--- config.mk ---
export PLATFORM = sky130hd
export DESIGN_NAME = text_vram_engine
export DESIGN_NICKNAME = d
export VERILOG_FILES = /design/src/rtl/text_vram_engine_pkg.sv /design/src/rtl/text_vram_engine.sv
export SDC_FILE = /design/constraint.sdc
export NUM_CORES = 1
export LEC_CHECK = 0
export CELL_PAD_IN_SITES_DETAIL_PLACEMENT = 0
export CELL_PAD_IN_SITES_GLOBAL_PLACEMENT = 2
export CORE_MARGIN = 3
export CORE_UTILIZATION = 18
export CTS_CLUSTER_DIAMETER = 80
export DETAILED_ROUTE_END_ITERATION = 8
export HOLD_SLACK_MARGIN = 0.08
export PLACE_DENSITY = 0.81
export RECOVER_POWER = 100
export SYNTH_ARGS = -nofsm -noshare
export SYNTH_HDL_FRONTEND = slang
export SYNTH_SLANG_ARGS = --single-unit
--- constraint.sdc ---
create_clock -name clk -period 1.5 [get_ports clk]
set_input_delay 0.15 -clock clk [delete_from_list [all_inputs] [get_ports clk]]
set_output_delay 0.15 -clock clk [all_outputs]
set_load 0.02 [all_outputs]
--- src/rtl/text_vram_engine_pkg.sv ---
// ---------------------------------------------------------------------------
// text_vram_engine_pkg
//
// Shared defines for the TFT text-mode path: where the TFT memory window
// lives, the default text geometry, and the command encoding that the CPU
// side uses to ask the VRAM engine for bulk operations.
//
// Contents:
//   TFT_MEM_BASE / TFT_MEM_SIZE  location and size (bytes) of the TFT window
//   TEXT_COLS_DEFAULT            default characters per text row
//   TEXT_ROWS_DEFAULT            default number of text rows
//   text_cmd_t                   command opcodes (other encodings are illegal)
//   textIdxWidth()               index width needed to address n cells
// ---------------------------------------------------------------------------
package text_vram_engine_pkg;

  localparam logic [31:0] TFT_MEM_BASE = 32'h2000_0000;
  localparam int unsigned TFT_MEM_SIZE = 4096;

  // 80x30 characters (2400 cells) fits comfortably inside the TFT window.
  localparam int unsigned TEXT_COLS_DEFAULT = 80;
  localparam int unsigned TEXT_ROWS_DEFAULT = 30;

  // Opcodes 2'b00 and 2'b11 are deliberately left unassigned; the engine
  // treats them as no-op commands that still complete with a done pulse.
  typedef enum logic [1:0] {
    TEXT_CMD_CLEAR     = 2'b01,
    TEXT_CMD_SCROLL_UP = 2'b10
  } text_cmd_t;

  // Width of a cell index for n cells, never less than one bit so a
  // degenerate 1-cell screen still gets a legal vector.
  function automatic int textIdxWidth(input int n);
    return (n > 1) ? $clog2(n) : 1;
  endfunction

endpackage

--- src/rtl/text_vram_engine.sv ---
// ---------------------------------------------------------------------------
// text_vram_engine
//
// Bulk-operation engine for the character (text) VRAM. The CPU keeps direct
// byte write access to the text VRAM; on top of that the engine performs two
// commands without CPU involvement:
//   CLEAR      write the fill character to every cell
//   SCROLL_UP  copy rows 1..ROWS-1 up by one row, then fill the last row
// CPU writes always win the shared write port; the engine simply waits
// (holding its position) whenever the CPU is writing.
//
// Ports:
//   clk            sole clock, all state on rising edge
//   reset          synchronous, active-high
//   cpu_write_en   CPU byte write strobe (already region-qualified)
//   cpu_addr       CPU byte offset within text VRAM
//   cpu_data       CPU character byte
//   cmd_valid      command request
//   cmd_op         command opcode (see text_cmd_t)
//   cmd_fill       fill character for the command
//   cmd_ready      engine idle and able to accept a command
//   busy           command in progress
//   done           one-cycle completion pulse
//   vram_write_en  text VRAM write strobe (CPU or engine)
//   vram_addr      text VRAM write byte offset
//   vram_data      text VRAM write byte
//   vram_rd_en     text VRAM read strobe
//   vram_rd_addr   text VRAM read byte offset
//   vram_rd_data   read data, valid the cycle after vram_rd_en
//
// TEXT_COLS*TEXT_ROWS must not exceed TFT_MEM_SIZE.
// ---------------------------------------------------------------------------
module text_vram_engine
  import text_vram_engine_pkg::*;
#(
  parameter int TEXT_COLS = TEXT_COLS_DEFAULT,
  parameter int TEXT_ROWS = TEXT_ROWS_DEFAULT
) (
  input  logic        clk,
  input  logic        reset,
  input  logic        cpu_write_en,
  input  logic [31:0] cpu_addr,
  input  logic [7:0]  cpu_data,
  input  logic        cmd_valid,
  input  logic [1:0]  cmd_op,
  input  logic [7:0]  cmd_fill,
  output logic        cmd_ready,
  output logic        busy,
  output logic        done,
  output logic        vram_write_en,
  output logic [31:0] vram_addr,
  output logic [7:0]  vram_data,
  output logic        vram_rd_en,
  output logic [31:0] vram_rd_addr,
  input  logic [7:0]  vram_rd_data
);

  localparam int NUM_CELLS  = TEXT_COLS * TEXT_ROWS;
  localparam int IDXW       = textIdxWidth(NUM_CELLS);
  // Number of cells that are copied during a scroll (all rows but the last).
  localparam int SCROLL_LEN = (TEXT_ROWS - 1) * TEXT_COLS;

  localparam logic [IDXW-1:0] LAST_IDX    = IDXW'(NUM_CELLS - 1);
  localparam logic [IDXW-1:0] SCROLL_LAST = IDXW'(SCROLL_LEN - 1);
  localparam logic [IDXW-1:0] FILL_START  = IDXW'(SCROLL_LEN);
  localparam logic [IDXW-1:0] IDX_ONE     = IDXW'(1);

  typedef enum logic [2:0] {
    ST_IDLE,
    ST_CLEAR,
    ST_SCROLL_RD,
    ST_SCROLL_LAT,
    ST_SCROLL_WR,
    ST_FILL,
    ST_DONE
  } state_t;

  state_t          state_q, state_d;
  logic [IDXW-1:0] idx_q, idx_d;
  logic [7:0]      char_q, char_d;
  logic [7:0]      fill_q, fill_d;

  logic            engWe;
  logic [7:0]      engData;

  // Next-state logic for the command sequencer. The opcode itself is not
  // stored: once accepted, the state we jump to already encodes which
  // command is running. Write states only advance when the CPU is not
  // using the write port, so a CPU write simply delays the engine by one
  // cycle with idx and char_q untouched. The read states never touch the
  // write port and therefore keep moving even during CPU writes.
  always_comb begin
    state_d = state_q;
    idx_d   = idx_q;
    char_d  = char_q;
    fill_d  = fill_q;

    unique case (state_q)
      ST_IDLE: begin
        if (cmd_valid) begin
          fill_d = cmd_fill;
          idx_d  = '0;
          if (cmd_op == TEXT_CMD_CLEAR) begin
            state_d = ST_CLEAR;
          end else if (cmd_op == TEXT_CMD_SCROLL_UP) begin
            // A single-row screen has nothing to copy, only the fill.
            if (SCROLL_LEN == 0) begin
              state_d = ST_FILL;
              idx_d   = FILL_START;
            end else begin
              state_d = ST_SCROLL_RD;
            end
          end else begin
            state_d = ST_DONE;
          end
        end
      end

      ST_CLEAR: begin
        if (!cpu_write_en) begin
          if (idx_q == LAST_IDX) begin
            state_d = ST_DONE;
          end else begin
            idx_d = idx_q + IDX_ONE;
          end
        end
      end

      ST_SCROLL_RD: begin
        state_d = ST_SCROLL_LAT;
      end

      ST_SCROLL_LAT: begin
        char_d  = vram_rd_data;
        state_d = ST_SCROLL_WR;
      end

      // After the last copied cell idx lands exactly on the first cell of
      // the bottom row, which is where the fill phase starts.
      ST_SCROLL_WR: begin
        if (!cpu_write_en) begin
          idx_d   = idx_q + IDX_ONE;
          state_d = (idx_q == SCROLL_LAST) ? ST_FILL : ST_SCROLL_RD;
        end
      end

      ST_FILL: begin
        if (!cpu_write_en) begin
          if (idx_q == LAST_IDX) begin
            state_d = ST_DONE;
          end else begin
            idx_d = idx_q + IDX_ONE;
          end
        end
      end

      ST_DONE: begin
        state_d = ST_IDLE;
        idx_d   = '0;
      end

      default: begin
        state_d = ST_IDLE;
        idx_d   = '0;
      end
    endcase
  end

  // State register. Reset wins over everything, so a command in flight is
  // abandoned on the spot and never produces a done pulse.
  always_ff @(posedge clk) begin
    if (reset) begin
      state_q <= ST_IDLE;
      idx_q   <= '0;
      char_q  <= '0;
      fill_q  <= '0;
    end else begin
      state_q <= state_d;
      idx_q   <= idx_d;
      char_q  <= char_d;
      fill_q  <= fill_d;
    end
  end

  // What the engine would like to write this cycle, before arbitration.
  always_comb begin
    engWe   = 1'b0;
    engData = '0;
    case (state_q)
      ST_CLEAR, ST_FILL: begin
        engWe   = 1'b1;
        engData = fill_q;
      end
      ST_SCROLL_WR: begin
        engWe   = 1'b1;
        engData = char_q;
      end
      default: begin
        engWe   = 1'b0;
        engData = '0;
      end
    endcase
  end

  // Shared write port. The CPU passes straight through combinationally; the
  // engine only gets the port when the CPU is quiet. Engine writes are also
  // masked while reset is high so an aborted command cannot sneak out one
  // last write in the reset cycle. An idle port drives all zeros.
  always_comb begin
    vram_write_en = 1'b0;
    vram_addr     = '0;
    vram_data     = '0;
    if (cpu_write_en) begin
      vram_write_en = 1'b1;
      vram_addr     = cpu_addr;
      vram_data     = cpu_data;
    end else if (engWe && !reset) begin
      vram_write_en = 1'b1;
      vram_addr     = 32'(idx_q);
      vram_data     = engData;
    end
  end

  // Read port and status. All of these are decodes of the state register;
  // they are forced low during reset so the block looks completely quiet
  // until reset is released.
  always_comb begin
    vram_rd_en   = !reset && (state_q == ST_SCROLL_RD);
    vram_rd_addr = vram_rd_en ? (32'(idx_q) + 32'(TEXT_COLS)) : '0;
    cmd_ready    = !reset && (state_q == ST_IDLE);
    busy         = !reset && (state_q != ST_IDLE);
    done         = !reset && (state_q == ST_DONE);
  end

endmodule

Yosys cells after proc, flatten, opt, wreduce, memory -nomap -nowiden
Index checks and enable logic that the tools add are counted.
{"block": "op_classes", "addsub": 2, "eq_ne": 15, "mux": 22, "bitwise": 1, "n_reduce_logical": 14}
{"operator": "12-bit two-way mux", "count": 5}
{"operator": "12-bit case mux with 4 select lines", "count": 1}
{"operator": "32-bit two-way mux", "count": 1}
{"operator": "12-bit equality test, second input constant", "count": 2}
{"operator": "3-bit two-way mux", "count": 7}
{"operator": "8-bit two-way mux", "count": 2}
{"operator": "8-bit case mux with 2 select lines", "count": 1}
{"operator": "3-bit case mux with 5 select lines", "count": 1}
{"operator": "12-bit by 7-bit adder with 13-bit output, second input constant", "count": 1}
{"operator": "13-bit two-way mux", "count": 1}
{"operator": "12-bit by 1-bit adder with 12-bit output, second input constant", "count": 1}
{"operator": "3-bit equality test, second input constant", "count": 3}
{"operator": "2-bit inequality test, second input constant", "count": 4}
{"operator": "3-bit by 2-bit equality test with 1-bit output, second input constant", "count": 2}
{"operator": "1-bit logical AND", "count": 5}
{"operator": "5-bit AND reduction", "count": 1}
{"operator": "4-bit AND reduction", "count": 1}
{"operator": "2-bit OR reduction", "count": 2}
{"operator": "3-bit by 1-bit equality test with 1-bit output, second input constant", "count": 1}
{"operator": "3-bit logical NOT", "count": 1}
{"operator": "1-bit two-way mux", "count": 3}
{"operator": "3-bit nonzero test", "count": 1}
{"operator": "3-bit OR reduction", "count": 1}
{"operator": "2-bit by 1-bit equality test with 1-bit output, second input constant", "count": 1}
{"operator": "other kinds (5)", "count": 5}
{"block": "totals", "register_bits": 31, "in_bits": 62, "output_inout_bits": 77, "word_cells": 58}

Depth between registers and ports, before layout
Gate-level depths: netlist of the first run.
{"block": "logic_depth", "depth_word": 6, "depth_mapped": 8, "depth_no_buf": 7}

Worst setup path after synthesis of the first run
No wires, ideal clock.
{"block": "synth_timing", "kind": "register to output", "startpoint": "register state_q[0]", "endpoint": "output vram_addr[4]", "arrival_time_ns": 1.628, "required_time_ns": 1.350, "path_slack_ns": -0.278, "stages_incl_launch_ff": 6, "path_buffers": 2, "path_cell_list": "dfxtp_1 -> buf_6 -> nor2_2 -> or3_1 -> clkbuf_1 -> o31ai_1"}
{"block": "synth_via", "elab_chain_cells": 6}
{"element": "start, declared", "line_no": "text_vram_engine.sv:78", "rtl": "state_t state_q, state_d;"}
{"element": "start signal, assigned", "line_no": "text_vram_engine.sv:178", "rtl": "state_q <= state_d;"}
{"element": "3-bit equality test or 3-bit by 1-bit equality test with 1-bit output (tied branches)", "line_no": "text_vram_engine.sv:189", "rtl": "case (state_q)"}
{"element": "3-bit OR reduction (no line) (*)"}
{"element": "1-bit two-way mux (*)", "line_no": "text_vram_engine.sv:189"}
{"element": "1-bit logical AND (*)", "line_no": "text_vram_engine.sv:217", "rtl": "end else if (engWe && !reset) begin"}
{"element": "12-bit two-way mux (*)", "line_no": "text_vram_engine.sv:217"}
{"element": "32-bit two-way mux (*)", "line_no": "text_vram_engine.sv:213", "rtl": "if (cpu_write_en) begin"}
{"element": "end, declared", "line_no": "text_vram_engine.sv:51", "rtl": "output logic [31:0] vram_addr,"}
Mark *: on every way between the ends. The rest lies on a longest branch, timed or not.

Worst setup path after layout of the first run
{"block": "layout_timing", "startpoint": "register state_q[1]", "endpoint": "output vram_data[2]"}
{"block": "layout_via", "elab_chain_cells": 6}
{"element": "3-bit equality test or 3-bit by 1-bit equality test with 1-bit output (tied branches)", "line_no": "text_vram_engine.sv:189"}
{"element": "3-bit OR reduction (no line)"}
{"element": "1-bit two-way mux", "line_no": "text_vram_engine.sv:189"}
{"element": "1-bit logical AND", "line_no": "text_vram_engine.sv:217"}
{"element": "8-bit two-way mux (*)", "line_no": "text_vram_engine.sv:217"}
{"element": "8-bit two-way mux (*)", "line_no": "text_vram_engine.sv:213"}
{"element": "end, declared", "line_no": "text_vram_engine.sv:52", "rtl": "output logic [7:0] vram_data,"}
Marks and branches as above.

==> results.md, run 1 <==
- YS warnings: 0
- Global Route Usage Sum: 0.1182
- RSZ-0062 raised after global routing: yes
- Critical path type: flop to output port
- Clk root buf: clkbuf_16
- DRT antenna net count: 0
- Post-Syn Area: 0.002430 sq mm
- Top-area cell type share of the netlist area: 0.2554
- Worst hold slack: 0.4313 ns
- Grt met3 use: 0.01393
- Clock share of power: 0.211
- Area contributors post-synth: dfxtp_1 (26%), nand2_1 (7.3%), and2_1 (7.2%), buf_4 (6.5%), a22o_1 (5.8%)
- Maxcap violations: 0
- Setup WS post-layout: -0.2262 ns
- Hold Buf Count CTS: 0
- Ant. Diodes: 0
- DRT iter0 DRCs: 132
- Routed vias/inst: 4.204
- Wirelength per Cell: 13.58 um
- Outcome: finished, violations left
- Required time worst endpoint: 1.35 ns
- Mapped Cells: 314
- Final nets: 576
- Die width: 122.2 um
- IO Pins: 139
- CP Max Fanout: 8
- CTS H-tree depth: 2
- Later-pin clock latency in the skew report: 0.27 ns
- Element type at the critical path start: flop
- Area after DPL: 0.004305 sq mm
- Largest net degree at the start of global routing: 27
- Final Cell Area: 0.004977 sq mm
- Post-synth ARST share: 0
- Detail Placement HPWL: 6827 um
- Clk_skew: 0.001697 ns
- Clock Sinks: 31
- Total gr overflow: 0
- Aggregate routed wire length: 9261 um
- CP Data Arrival Time: 1.58 ns
- Min-delay worst type: input pin to flop
- P_leak: 2.174 nW
- PortBufs: 119
- DIE HEIGHT: 122.2 um
- Sequential area share after synthesis: 0.2554
- Post-Route Utilization: 0.3850
- Post-placement worst setup slack: -0.6999 ns
- Cell variety after synth: 51
- Post-synth top area cell: dfxtp_1
- Synth-to-Final Area Change: 104.8%
- Num rows: 41
- Inserted Clock Buffers: 5
- Setup violators final: 50
- Core area: 0.01293 sq mm
- Vias after detailed routing: 2867
- Clock-pin slew on the worst setup and hold paths: 0.05 ns
- Top FF cell, synth: dfxtp_1
- Final Hold Fails: 0
- Vias in the first global route: 2807
- Seq pwr share: 0.192
- GPL Wtd Cong: 0.7934
- Worst Setup End Kind: output port
- Starting Density: 0.1880
- Met1 Usage GRT: 0.1569
- Fin crit share: 1.151
- P_int: 0.003533 W
- Antenna violations before repair: 0
- Final Critical Period: 1.726 ns
- Fmax: 579.3 MHz
- Seq cells post-synth: 31
- Busiest grt layer: met2
- TritonCTS clock tree: done
- Combinational power share: 0.597
- M2 GR Usage: 0.2072
- Slew Viols, Final: 0
- Full die area: 0.01493 sq mm
- Sw power: 0.002179 W
- Layout cell share with drive strength beyond 1: 0.4549
- Number of flops mapped to enable cells by yosys: 0
- DRC violations left: 0
- Maximum vdd drop: 0.0005826 V
- Syn avg cell area: 7.738 sq um
- Sw frac: 0.3814
- Pwr/cell area: 1148 mW/mm^2
- Drt first pass iters: 6
- Violated checks: setup timing
- Clock tree buffer depth: 2
- Fillers: 1304
- First-pass GRT wire length: 14370 um
[stage by stage]
| step | instances | total power [W] | setup TNS [ns] |
|---|---|---|---|
| finish | 682 | 0.005712 | -7.460 |
| global route | 682 | 0.006056 | -11.00 |
| CTS | 679 | 0.005657 | -8.327 |
| detailed placement | 649 | 0.003729 | -27.61 |
| global placement | 649 | 0.003686 | -26.82 |
| floorplan | 332 | 0.002637 | -1.104 |
[cell families (layout without fill, tap and decap cells)]
logic type / after synthesis / after routing / share of synthesized area
compound gates: 83 / 83 / 0.2400
xor+xnor: 4 / 4 / 0.01442
fa+ha+maj: 5 / 5 / 0.02575
buf+inv: 48 / 224 / 0.1189
flops: 31 / 31 / 0.2554
mux: 9 / 9 / 0.03708
other cells: 1 / 19 / 0.001543
simple gates: 133 / 135 / 0.3069
[per-layer routing]
metal / wire length, um / vias to the layer above
met4: 74 / 0
met5: 0 / -
met1: 4134 / 1314
li1: - / 1453
met2: 4486 / 95
met3: 566 / 5
[worst max-delay path, cell delays in order (launching register included)]
cell,delay (ns)
dfxtp_4,0.36
or3_4,0.44
nor2_4,0.10
buf_6,0.13
a22o_1,0.15
buf_6,0.12
[flip-flops by register name, indices dropped and copies added (netlist names)]
register / flops
state_q: 3
idx_q: 12
fill_q: 8
char_q: 8
[worst paths after layout]
check	startpoint	endpoint	slack (ns)	cells after the start
worst max-delay path	state_q[1]	vram_data[2]	-0.23	5
worst min-delay path	cmd_fill[1]	fill_q[1]	0.43	3
worst max register to register	idx_q[5]	idx_q[5]	-0.21	10
worst min register to register	fill_q[5]	fill_q[5]	0.46	2
[what timing repair did]
item / 4_1_cts / 5_1_grt
buffers inserted: 20 / 5
cloned: 3 / 0
pin swaps: 34 / 22
setup endpoints to repair: 71 / 76
endpoints found under the hold margin: 0 / 0
resized for setup: 293 / 52
[synth_stat cells (all sizes together) (6+ instances only)]
cell,count
nor2,24
o21ai,31
clkbuf,11
mux2i,9
nand2,47
inv,6
buf,31
nand4,6
and2,28
a22o,16
a21oi,17
dfxtp,31
o31ai,6
[cells in the final DEF (no fill, tap or decap), types with 4 or more instances in the layout]
cell type        synthesis  routed
nand4_1                  4       4
dlygate4sd2_1            0       5
and2_4                   0       5
buf_4                   21      67
xor2_1                   4       4
clkdlybuf4s50_1          0      60
o21ai_0                 20       4
mux2i_1                  9       9
clkbuf_1                11      13
buf_6                    3      55
dfxtp_2                  0       8
o21ai_1                  4       5
a22o_1                  16      16
and2_1                  28      23
nand2_4                  0       4
nor2_1                  23      22
nand2_1                 47      37
a21oi_2                  2       4
nand2_2                  0       6
o21ai_2                  7      22
a21oi_1                 15      10
clkbuf_16                0       5
dfxtp_1                 31      20
conb_1                   1      19
[power by group through the flow]
stage          logic, W  registers, W  clock network [W]
2_1_floorplan   0.00158       0.00106                  0
3_3_place_gp    0.00259       0.00110                  0
3_5_place_dp    0.00263       0.00110                  0
4_1_cts         0.00334       0.00109            0.00122
5_1_grt         0.00368       0.00112            0.00126
6_report        0.00341       0.00110            0.00121
[final cells by class]
type | count | area (sq um) | share of cell area
Clock buffer | 6 | 138.9 | 0.02790
Clock inverter | 2 | 35.03 | 0.007039
Inverter | 6 | 32.53 | 0.006536
Multi-Input combinational cell | 255 | 1981 | 0.3979
Sequential cell | 31 | 641.9 | 0.1290
Tap cell | 172 | 215.2 | 0.04324
Timing Repair Buffer | 210 | 1933 | 0.3884
(Power assumes the default switching activity.)
==> run 2: changes to the inputs <==
CELL_PAD_IN_SITES_DETAIL_PLACEMENT = default   (was 0)
CELL_PAD_IN_SITES_GLOBAL_PLACEMENT = default   (was 2)
CORE_UTILIZATION = 35   (was 18)
PLACE_DENSITY = 0.82   (was 0.81)
==> run 2 against run 1 <==
Against the previous run: the run still ends with setup timing left; clock skew rose by 0.0097 ns; register-to-register slack got worse by 0.12 ns; critical endpoint is now vram_addr[9]; clock power fell by 42%; critical path depth rose by 3; via count rose by 18%; largest power group unchanged; sequential power barely moved; clock-buffer cell count did not move; non-clock buffer count rose by 13.
==> results.md, run 2 (synthesis gave the netlist of run 1 again) <==
- Later-pin clock latency in the skew report: 0.29 ns (+0.02 ns)
- Fmax: 541.8 MHz (-6.5%)
- GPL Wtd Cong: 0.8514 (+7.3%)
- Crit-path cells: nor2_4 -> buf_6 -> nor3_4 -> buf_12 -> buf_6 -> nand2_4 -> o21ai_4 -> buf_6
- DRC violations left: 0 (unchanged)
- CP Max Fanout: 6 (-2)
- Most frequent CP cell: buf_6
- Max reg flops: 12 (unchanged)
- Worst path top cell family by delay: buffers and inverters
- Clk_skew: 0.01144 ns (+0.009746 ns)
- CP max stage cell: dfxtp_2
- Synth-to-Final Area Change: 110.1%
- Sw power: 0.002422 W (+11%)
- Min-delay worst type: input pin to flop
- Clk root buf: clkbuf_8
- Die width: 89.32 um (-27%)
- Maxcap violations: 0 (unchanged)
- TritonCTS clock tree: done
- Combinational power share: 0.692 (+0.095)
- Largest registers: idx_q x12, char_q x8, fill_q x8
- Worst Setup End Kind: output port
- Sequential cell area: 639.4 sq um (-0.39%)
- Most frequent cells in the layout: buf_4 (67), clkdlybuf4s50_1 (66), buf_6 (63)
- Outcome: finished, violations left
- Crit path largest cell delay: 0.37 ns (-0.07 ns)
- DIE HEIGHT: 89.32 um (-27%)
- Final Critical Period: 1.846 ns (+0.1195 ns)
- Setup TNS: -12.46 ns (-4.996 ns)
- Inserted Clock Buffers: 5 (unchanged)
- Clock tree buffer depth: 2 (unchanged)
- PortBufs: 119 (unchanged)
- Starting Density: 0.3720 (+0.1841)
- Detail Placement HPWL: 6603 um (-3.3%)
- Setup violators final: 54 (+8.0%)
- Critical path type: flop to output port
- CP Data Arrival Time: 1.70 ns (+0.12 ns)
- Top reg by flops: idx_q
- Full die area: 0.007978 sq mm (-47%)
- Final nets: 589 (+2.3%)
- Post-Route Utilization: 0.7818 (+0.3968)
- Post-placement worst setup slack: -0.7077 ns (-0.007812 ns)
- Critical path buffer and inverter count: 4 (+2)
- Setup WS post-layout: -0.3457 ns (-0.1195 ns)
- Clock-pin slew on the worst setup and hold paths: 0.07 ns (+0.02 ns)
- Sw frac: 0.4171 (+0.03561)
- Seq pwr share: 0.188 (-0.004)
- Aggregate routed wire length: 11920 um (+29%)
- Antenna violations before repair: 0 (unchanged)
- Pwr/cell area: 1137 mW/mm^2 (-0.90%)
- Vias in the first global route: 3095 (+10%)
- Element type at the critical path start: flop
- RSZ-0062 raised after global routing: yes
- Required time worst endpoint: 1.35 ns (about the same)
- Fin crit share: 1.230 (+0.07965)
- Wirelength per Cell: 19.90 um (+47%)
- DRT iter0 DRCs: 353 (+170%)
- Maximum vdd drop: 0.001090 V (+87%)
- P_int: 0.003385 W (-4.2%)
- Ant. Diodes: 0 (unchanged)
- Global Route Usage Sum: 0.2433 (+0.1250)
- Vias after detailed routing: 3369 (+18%)
- First-pass GRT wire length: 15040 um (+4.7%)
- Num rows: 29 (-29%)
- CTS H-tree depth: 2 (unchanged)
- Final Hold Fails: 0 (unchanged)
- Layout cell share with drive strength beyond 1: 0.4885 (+0.03360)
- DRT antenna net count: 0 (unchanged)
- Slew Viols, Final: 0 (unchanged)
- Commonest non-fill, non-tap cell in the layout: buf_4
- Fillers: 388 (-70%)
- P_leak: 2.208 nW (+1.6%)
- Routed vias/inst: 5.624 (+34%)
- Multi-input gate area: 0.002100 sq mm (+6.0%)
- IO Pins: 139 (unchanged)
- Total gr overflow: 0 (unchanged)
- Clock Sinks: 31 (unchanged)
- Violated checks: setup timing
- Drt first pass iters: 5 (-1)
- Core area: 0.006531 sq mm (-49%)
- Largest net degree at the start of global routing: 35 (+30%)
- Clock share of power: 0.120 (-0.091)
run 2: area by class of cell:
| class | instances | share of cell area |
|---|---|---|
| well taps | 77 | 0.01887 |
| inverters | 6 | 0.006371 |
| flip-flops and latches | 31 | 0.1252 |
| repair buffers | 223 | 0.4212 |
| multi-input cells | 255 | 0.4112 |
| clock buffers | 6 | 0.01617 |
| clock inverters | 1 | 0.0009802 |
run 2: repair_timing:
| action | CTS | global route |
|---|---|---|
| setup endpoints to repair | 69 | 73 |
| buffers inserted | 26 | 11 |
| pin swaps | 34 | 34 |
| gates cloned | 2 | 2 |
| resized for setup | 292 | 82 |
| hold buffers | 0 | 0 |
run 2: layer usage:
| layer | GRT usage | share of wire |
|---|---|---|
| met3 | 0.04147 | 0.084 |
| met5 | 0 | 0 |
| met1 | 0.2862 | 0.38 |
| met2 | 0.4313 | 0.49 |
| met4 | 0.1055 | 0.047 |
run 2: stage by stage:
step | cells | cell area (sq um) | total power (W) | hold WS [ns]
after detailed placement | 553 | 4204 | 0.003701 | 0.4626
after floorplan | 332 | 2650 | 0.002637 | 0.2860
after global routing | 599 | 5106 | 0.006001 | 0.4028
final | 599 | 5106 | 0.005807 | 0.3848
after global placement | 553 | 4204 | 0.003642 | 0.4441
after CTS | 587 | 4787 | 0.005090 | 0.3709
run 2: tightest hold or removal path, delay by kind of cell:
family	cells	cell delay, ns
buffers and inverters	2	0.45
AO/OA/AOI/OAI	1	0.03
run 2: path summary, 6_finish.rpt:
check,to,startpoint,cells past startpoint,slack (ns)
setup / recovery,vram_addr[9],state_q[2],8,-0.35
hold / removal,state_q[0],reset,3,0.38
setup reg to reg,idx_q[11],state_q[1],8,-0.33
hold reg to reg,fill_q[6],fill_q[6],2,0.48
run 2: power groups by stage:
stage / logic [W] / clock network [W] / registers (W)
finish: 0.00402 / 0.000696 / 0.00109
global route: 0.00417 / 0.000724 / 0.00110
CTS: 0.00334 / 0.000681 / 0.00107
detailed placement: 0.00263 / 0 / 0.00107
global placement: 0.00258 / 0 / 0.00106
floorplan: 0.00158 / 0 / 0.00106
==> run 3: changes to the inputs <==
CORE_ASPECT_RATIO = 1.25   (was default)
CORE_MARGIN = 2   (was 3)
==> run 3 against run 2 <==
Against the previous run: the flow still finishes with violations (setup timing); sequential cell count unchanged; global-route usage is 0.62 points lower; sequential share of layout area up 0.21 points; clock-buffer cell count unchanged; final cell count rose by 0.33%; critical path type is now flop to flop; worst setup slack improved by 0.053 ns; final area fell by 1.4%; utilization shrank 2.5 points.
==> results.md, run 3 (synthesis gave the netlist of run 1 again) <==
- Total gr overflow: 0 (unchanged)
- Maxcap violations: 0 (unchanged)
- DIE HEIGHT: 97.16 um (+8.8%)
- Wirelength per Cell: 16.73 um (-16%)
- Largest registers: idx_q x12, char_q x8, fill_q x8
- Crit-path cells: buf_4 -> buf_4 -> and2_1 -> nand4_1 -> nor2_1 -> o21bai_1 -> a21o_1
- Pwr/cell area: 1155 mW/mm^2 (+1.5%)
- Clock Sinks: 31 (unchanged)
- Synth-to-Final Area Change: 107.1%
- DRT antenna net count: 0 (unchanged)
- Layout cell share with drive strength beyond 1: 0.4864 (-0.002124)
- DRT iter0 DRCs: 234 (-34%)
- PortBufs: 119 (unchanged)
- Maximum vdd drop: 0.001183 V (+8.5%)
- Sequential cell area: 640.6 sq um (+0.20%)
- Largest net degree at the start of global routing: 30 (-14%)
- Worst Setup End Kind: flop
- Clk root buf: clkbuf_8
- Final Hold Fails: 0 (unchanged)
- Top reg by flops: idx_q
- GPL Wtd Cong: 0.8982 (+5.5%)
- CP Max Fanout: 8 (+2)
- Setup violators final: 54 (unchanged)
- Routed vias/inst: 5.101 (-9.3%)
- RSZ-0062 raised after global routing: yes
- Commonest non-fill, non-tap cell in the layout: buf_4
- First-pass GRT wire length: 14650 um (-2.6%)
- Vias after detailed routing: 3066 (-9.0%)
- Clock-pin slew on the worst setup and hold paths: 0.07 ns (about the same)
- Crit path largest cell delay: 0.37 ns (about the same)
- Required time worst endpoint: 1.68 ns (+0.33 ns)
- Clock tree buffer depth: 2 (unchanged)
- Violated checks: setup timing
- Element type at the critical path start: flop
- Setup TNS: -10.74 ns (+1.716 ns)
- Multi-input gate area: 0.002136 sq mm (+1.7%)
- CTS H-tree depth: 2 (unchanged)
- Final Critical Period: 1.792 ns (-0.05338 ns)
- Full die area: 0.007629 sq mm (-4.4%)
- Inserted Clock Buffers: 5 (unchanged)
- Core area: 0.006648 sq mm (+1.8%)
- Most frequent CP cell: buf_4
- Critical path type: flop to flop
- Drt first pass iters: 4 (-1)
- Starting Density: 0.3655 (-0.006512)
- Num rows: 33 (+14%)
- Global Route Usage Sum: 0.2370 (-0.006240)
- Detail Placement HPWL: 6369 um (-3.5%)
- Fmax: 557.9 MHz (+3.0%)
- Outcome: finished, violations left
- IO Pins: 139 (unchanged)
- Most frequent cells in the layout: buf_4 (72), clkdlybuf4s50_1 (64), buf_6 (55)
- Slew Viols, Final: 0 (unchanged)
- Fillers: 469 (+21%)
- Setup WS post-layout: -0.2923 ns (+0.05338 ns)
- Antenna violations before repair: 0 (unchanged)
- Final nets: 580 (-1.5%)
- Later-pin clock latency in the skew report: 0.28 ns (about the same)
- P_leak: 2.164 nW (-2.0%)
- Min-delay worst type: input pin to flop
- Fin crit share: 1.195 (-0.03559)
- Clk_skew: 0.006432 ns (-0.005012 ns)
- Max reg flops: 12 (unchanged)
- CP Data Arrival Time: 1.98 ns (+0.28 ns)
- Ant. Diodes: 0 (unchanged)
- Post-placement worst setup slack: -0.7937 ns (-0.08600 ns)
- Die width: 78.53 um (-12%)
- Aggregate routed wire length: 10060 um (-16%)
- Vias in the first global route: 3110 (+0.48%)
- DRC violations left: 0 (unchanged)
- TritonCTS clock tree: done
- CP max stage cell: dfxtp_1
## run 3: cell types whose count changed in the layout (fill, tap and decap cells not counted), sizes merged
cell / previous run / this run
buf: 140 / 132
clkbuf: 22 / 15
dlygate4sd2: 1 / 8
clkdlybuf4s50: 66 / 64
bufinv: 0 / 1
dlymetal6s2s: 0 / 1
## run 3: critical path, delay by kind of cell, from the launching register on
kind                   cells  cell delay (ns)
buffers and inverters      2             0.40
AND/OR/NAND/NOR            3             0.66
flip-flops                 1             0.37
AO/OA/AOI/OAI              2             0.25
## run 3: routing by layer
layer  GRT usage  wire length [um]  part of all wire
met1      0.2395              3493              0.35
met2      0.4609              5647              0.56
met3     0.04368               577             0.057
met4     0.09717               336             0.033
met5           0                 0                 0
## run 3: cell type report
class                   count  area share
clock inverters             2    0.006962
clock buffers               6     0.01641
inverters                   6    0.006962
well taps                  87     0.02163
repair buffers            214      0.3963
multi-input cells         255      0.4244
flip-flops and latches     31      0.1273
## run 3: report_power, final
group          internal [W]  total, W  leakage, nW  switching (W)
clock network      0.000538  0.000877       0.0612       0.000339
logic               0.00193   0.00384         1.85        0.00191
registers          0.000973   0.00109        0.257       0.000121
total               0.00344   0.00581         2.16        0.00237
## run 3: timing repair
action                                  in CTS  in global routing
cloned                                       2                  0
gates resized for setup                    306                 63
pin swaps                                   30                 32
endpoints found under the setup margin      63                 64
buffers inserted                            18                  7
hold buffers                                 0                  0
## run 3: path summary, 6_finish.rpt
path               startpoint  cells after the start  slack, ns        end
hold / removal    cmd_fill[3]                      3       0.41  fill_q[3]
setup / recovery     idx_q[6]                      7      -0.29  idx_q[11]
hold reg to reg     fill_q[3]                      2       0.46  fill_q[3]
setup reg to reg     idx_q[6]                      7      -0.29  idx_q[11]
## run 3: through the flow
stage	utilization	hold WS [ns]	instances	total power, W	cell area [sq um]
3_3_place_gp	0.6358	0.4413	566	0.003664	4227
4_1_cts	0.7203	0.4042	594	0.005262	4788
5_1_grt	0.7570	0.4107	601	0.006061	5032
2_1_floorplan	-	0.2860	332	0.002637	2650
3_5_place_dp	0.6358	0.4498	566	0.003749	4227
6_report	0.7570	0.4082	601	0.005811	5032
